===== config.mk =====
export PLATFORM = sky130hd
export DESIGN_NAME = ram_arbiter
export DESIGN_NICKNAME = d
export VERILOG_FILES = /design/src/rtl/ram_arbiter.sv
export SDC_FILE = /design/constraint.sdc
export NUM_CORES = 1
export LEC_CHECK = 0
export ABC_AREA = 1
export ABC_CLOCK_PERIOD_IN_PS = 1700
export BUFFER_PORTS_ARGS = -buffer_cell sky130_fd_sc_hd__buf_2
export CORE_AREA = 5 5 122 124
export DETAILED_ROUTE_END_ITERATION = 10
export DIE_AREA = 0 0 127 129
export MAX_ROUTING_LAYER = met4
export SLEW_MARGIN = 25
export SYNTH_ARGS = -nofsm -noshare
export SYNTH_HDL_FRONTEND = slang
export SYNTH_SLANG_ARGS = --single-unit

===== constraint.sdc =====
create_clock -name clk -period 1.7 [get_ports clk]
set_clock_uncertainty 0.1 [all_clocks]
set_input_delay 0.34 -clock clk [delete_from_list [all_inputs] [get_ports clk]]
set_output_delay 0.34 -clock clk [all_outputs]
set_load 0.02 [all_outputs]

===== src/rtl/ram_arbiter.sv =====
// Round-robin two-port arbiter in front of the single-ported data RAM (M0 = CPU, M1 = loader/debug).
// Optional RAM_ARB_LOCK_EN adds m1_lock so the loader can hold the RAM for atomic bursts.
module ram_arbiter #(
  parameter int ADDR_W = 32,
  parameter int DATA_W = 32,
  parameter int CNT_W  = 16
) (
  input  logic              clk,
  input  logic              rst,
  input  logic              m0_req,
  input  logic              m0_we,
  input  logic [2:0]        m0_access,
  input  logic [ADDR_W-1:0] m0_addr,
  input  logic [DATA_W-1:0] m0_wdata,
  output logic              m0_gnt,
  output logic [DATA_W-1:0] m0_rdata,
  input  logic              m1_req,
  input  logic              m1_we,
  input  logic [2:0]        m1_access,
  input  logic [ADDR_W-1:0] m1_addr,
  input  logic [DATA_W-1:0] m1_wdata,
`ifdef RAM_ARB_LOCK_EN
  input  logic              m1_lock,
`endif
  output logic              m1_gnt,
  output logic [DATA_W-1:0] m1_rdata,
  output logic              ram_load,
  output logic              ram_store,
  output logic [2:0]        ram_access,
  output logic [ADDR_W-1:0] ram_addr,
  output logic [DATA_W-1:0] ram_wdata,
  input  logic [DATA_W-1:0] ram_rdata,
  output logic              cpu_stall,
  output logic [CNT_W-1:0]  conflict_cnt
);

  typedef enum logic [1:0] {
    IDLE = 2'd0,
    OWN0 = 2'd1,
    OWN1 = 2'd2
  } state_t;

  state_t             state_r;
  state_t             state_s;
  logic               last_owner_r;
  logic               lock_hold_s;
  logic [CNT_W-1:0]   conflict_cnt_r;

  // Lock only matters while M1 already owns the RAM.
  always_comb begin
    lock_hold_s = 1'b0;
`ifdef RAM_ARB_LOCK_EN
    if ((state_r == OWN1) && m1_lock) begin
      lock_hold_s = 1'b1;
    end else begin
      lock_hold_s = 1'b0;
    end
`endif
  end

  // Next owner: lone requester wins, a tie goes to whoever did not own last.
  always_comb begin
    state_s = IDLE;
    if (lock_hold_s) begin
      state_s = OWN1;
    end else if (m0_req && m1_req) begin
      state_s = last_owner_r ? OWN0 : OWN1;
    end else if (m0_req) begin
      state_s = OWN0;
    end else if (m1_req) begin
      state_s = OWN1;
    end else begin
      state_s = IDLE;
    end
  end

  // State, round-robin history and saturating conflict counter.
  always_ff @(posedge clk) begin
    if (rst) begin
      state_r        <= IDLE;
      last_owner_r   <= 1'b1;
      conflict_cnt_r <= {CNT_W{1'b0}};
    end else begin
      state_r <= state_s;
      case (state_s)
        OWN0:    last_owner_r <= 1'b0;
        OWN1:    last_owner_r <= 1'b1;
        default: last_owner_r <= last_owner_r;
      endcase
      if (m0_req && m1_req && (conflict_cnt_r != {CNT_W{1'b1}})) begin
        conflict_cnt_r <= conflict_cnt_r + {{(CNT_W-1){1'b0}}, 1'b1};
      end else begin
        conflict_cnt_r <= conflict_cnt_r;
      end
    end
  end

  // RAM port mux and grant decode straight from the owner register.
  always_comb begin
    m0_gnt     = 1'b0;
    m1_gnt     = 1'b0;
    m0_rdata   = {DATA_W{1'b0}};
    m1_rdata   = {DATA_W{1'b0}};
    ram_load   = 1'b0;
    ram_store  = 1'b0;
    ram_access = 3'd0;
    ram_addr   = {ADDR_W{1'b0}};
    ram_wdata  = {DATA_W{1'b0}};
    case (state_r)
      OWN0: begin
        m0_gnt     = 1'b1;
        m0_rdata   = ram_rdata;
        ram_load   = m0_req & ~m0_we;
        ram_store  = m0_req & m0_we;
        ram_access = m0_access;
        ram_addr   = m0_addr;
        ram_wdata  = m0_wdata;
      end
      OWN1: begin
        m1_gnt     = 1'b1;
        m1_rdata   = ram_rdata;
        ram_load   = m1_req & ~m1_we;
        ram_store  = m1_req & m1_we;
        ram_access = m1_access;
        ram_addr   = m1_addr;
        ram_wdata  = m1_wdata;
      end
      default: begin
        m0_gnt = 1'b0;
        m1_gnt = 1'b0;
      end
    endcase
  end

  assign cpu_stall    = m0_req & ~m0_gnt;
  assign conflict_cnt = conflict_cnt_r;

endmodule


==> flow_metrics.tcl <==
set metrics [dict create \
    run_status "complete, but fails checks" \
    violated_checks "negative setup slack" \
    cts_htree_levels 1 \
    synth_cell_type_count 21 \
    synth_area_sq_um 2665 \
    row_count 43 \
    floorplan.io_pins 324 \
    hold_viol 0 \
    num_vias 4578 \
    max_freq_mhz 507.0 \
    synth_fp_nets 732 \
    clockRootBuffer "sky130_fd_sc_hd__clkbuf_16" \
    detailed_place_hpwl_mm 13.18 \
    drv.max_cap_violation_count 0 \
    max-clock-path-buffers 2 \
    finalNonFillerCells 1076 \
    cp_class "reg -> out" \
    worst_skew_pair.late_latency_ns 0.25 \
    worst_r2r_startpoint "conflict_cnt[0]" \
    yosys_warnings 0 \
    slew-limit-headroom_pct 79.63 \
    setup_repair_after_global_routing_missed_its_margin "true" \
    grt_pass1_vias 4277 \
    number_of_buffers_added_by_the_clock_tree_synthesis_step 3 \
    dp.cells 1057 \
    detail_route.iter0.violations 242 \
    synth_seq_area_share_pct 14.27 \
    wirelength_mm 16.65 \
    finalCriticalPeriod_ns 1.972 \
    setup.worst_path.end_class "output port" \
    worst_setup_slack_final_ns -0.2723 \
    destination_of_the_worst_register_to_register_timing_path "conflict_cnt[3]" \
    timing_worst_slew_pin_value_ns 0.3052 \
    die_h_um 129 \
    cts_tree "done" \
    synth_cells 554 \
    cp_data_required_time_ns 1.26 \
    holdBufCountCts 0 \
    worst-r2r-setup-slack_ns 0.23 \
    place.port_buffers 323 \
    maximum_number_of_pins_on_one_net_before_global_route_repair 28 \
    timing.critical_path.from_type "register" \
    floorplan.initialDensity_pct 19.50 \
    final-max-slew-violation-count 0 \
    num-fill-cells 1429 \
    timing.final.crit_share_pct 116.0 \
    fin_area_sq_um 6161 \
    hold_path_class "in -> reg" \
    synthToLayoutAreaGrowth_pct 131.2 \
    holdCritStartpoint "rst" \
    cts.clk_slew.worst_paths_ns 0.06 \
    max-vdd-ir-drop_v 0.0003601 \
    firstDrtPassIters 4 \
    crit_path_max_fanout 16 \
    place_worst_setup_slack_ns -0.02767 \
    detail_route.drc_violations 0 \
    dpl_cell_area_sq_um 5122 \
    r2r_cells 9 \
    tritoncts_num_sinks 19 \
    ant_nets 0 \
    core_area_sq_um 13670 \
    cp_data_arrival_time_ns 1.53 \
    worstHoldEndpoint "conflict_cnt[3]" \
    fp.dieW_um 127 \
    powerDensity_nw_per_um2 400.3 \
    grt_antenna_before_repair 2 \
    synthesis.area_per_instance_sq_um 4.811 \
    final_net_count 1073 \
    place.gp.congestion 0.9896 \
    die-area_sq_um 16380 \
    detail_route.vias_per_cell 4.255 \
    globalRouteTotalUtil_pct 18.92 \
    post_route_cells_drive_above_1_share_pct 57.61 \
    grt_overflow 0 \
    final_setup_fails 135 \
    whs_path_depth 2 \
    leakage_nw 3.353 \
    detail_route.wl_per_cell_um 15.47 \
    grt_first_pass_wirelength_mm 23.78 \
    synth-seq-cells 19 \
]
==> repair_timing <==
action / 4_1_cts / 5_1_grt
setup buffers: 9 / 0
resized for setup: 219 / 63
endpoints found under the setup margin: 133 / 136
cloned: 4 / 2
pin swaps: 18 / 10
==> state kept, by name, indices dropped and copies added, names as in the netlist <==
name / cells
state_r: 2
conflict_cnt: 16
last_owner_r: 1
==> placed cells by master (no fill, tap or decap), types with 5 or more instances in the layout <==
cell / count
sky130_fd_sc_hd__nand3_1: 10
sky130_fd_sc_hd__inv_1: 65
sky130_fd_sc_hd__a21oi_2: 53
sky130_fd_sc_hd__buf_8: 6
sky130_fd_sc_hd__nor2_1: 43
sky130_fd_sc_hd__nand2_1: 225
sky130_fd_sc_hd__inv_2: 27
sky130_fd_sc_hd__dfxtp_1: 17
sky130_fd_sc_hd__buf_6: 86
sky130_fd_sc_hd__nor2_2: 5
sky130_fd_sc_hd__buf_2: 209
sky130_fd_sc_hd__a21oi_1: 5
sky130_fd_sc_hd__a21oi_4: 16
sky130_fd_sc_hd__buf_12: 11
sky130_fd_sc_hd__nand2_2: 21
sky130_fd_sc_hd__buf_4: 53
sky130_fd_sc_hd__nand2_4: 13
==> cell families after synthesis <==
group	synth area share [%]
AND/OR/NAND/NOR	49.20
buffers and inverters	17.75
AO/OA/AOI/OAI	14.65
flip-flops	14.27
adder cells (fa/ha/maj)	2.817
XOR/XNOR	1.314
==> cells in the mapped netlist (all sizes together) <==
cell type	n	area, sq um
dfxtp	19	380.4
xor2	4	35.03
nand2	259	1005
nor2	51	224.0
nand4	1	6.260
buf	13	60.06
ha	6	75.07
and2	1	6.260
o21ai	4	20.02
a21oi	74	370.4
clkbuf	18	67.56
nand3	12	70.07
inv	92	345.3
==> area by class of cell <==
class,instances,area [sq um],share of cell area (%)
Inverter,92,345.3,5.605
Multi-Input combinational cell,412,2349,38.12
Sequential cell,19,382.9,6.214
Antenna cell,2,5.005,0.08123
Clock buffer,4,78.83,1.279
Timing Repair Buffer,367,2775,45.04
Tap cell,180,225.2,3.656
==> per-stage QoR <==
step / setup TNS, ns / hold WS [ns] / total power [W] / utilization (%)
3_5_place_dp: -0.2014 / 0.3852 / 0.001694 / 37.48
4_1_cts: -26.70 / 0.2235 / 0.002424 / 43.97
6_report: -25.62 / 0.2310 / 0.002466 / 45.08
3_3_place_gp: -0.01327 / 0.3789 / 0.001691 / 37.48
2_1_floorplan: -2.379 / 0.3050 / 0.001145 / -
5_1_grt: -34.67 / 0.2359 / 0.002600 / 45.08
==> worst max-delay path, cell delays in order, from the launching register on <==
cell                      delay [ns]
sky130_fd_sc_hd__dfxtp_2        0.37
sky130_fd_sc_hd__inv_2          0.08
sky130_fd_sc_hd__ha_4           0.32
sky130_fd_sc_hd__buf_12         0.18
sky130_fd_sc_hd__a21oi_2        0.18
sky130_fd_sc_hd__buf_6          0.15
==> how the worst max path moves through the flow <==
stage | start | end | slack (ns)
final | state_r[0] | ram_addr[24] | -0.27
after global routing | state_r[0] | ram_addr[10] | -0.32
after CTS | state_r[1] | m0_rdata[12] | -0.26
after detailed placement | state_r[0] | ram_addr[28] | -0.03
after global placement | state_r[1] | ram_wdata[8] | -0.01
after floorplan | state_r[1] | ram_addr[11] | -0.05
==> where the power goes <==
| group | switching (W) | internal [W] |
|---|---|---|
| Sequential | 0.0000203 | 0.000465 |
| Combinational | 0.000808 | 0.000674 |
| Clock | 0.000179 | 0.000319 |
| Total | 0.00101 | 0.00146 |
==> routing by layer <==
metal | vias up | routed length, um | global-route usage (%)
met4 | 0 | 356 | 4.479
met2 | 162 | 8536 | 32.63
met5 | - | 0 | -
li1 | 2328 | - | -
met3 | 27 | 1117 | 3.279
met1 | 2061 | 6640 | 23.05
No activity file was read; power rests on OpenSTA's default activity.
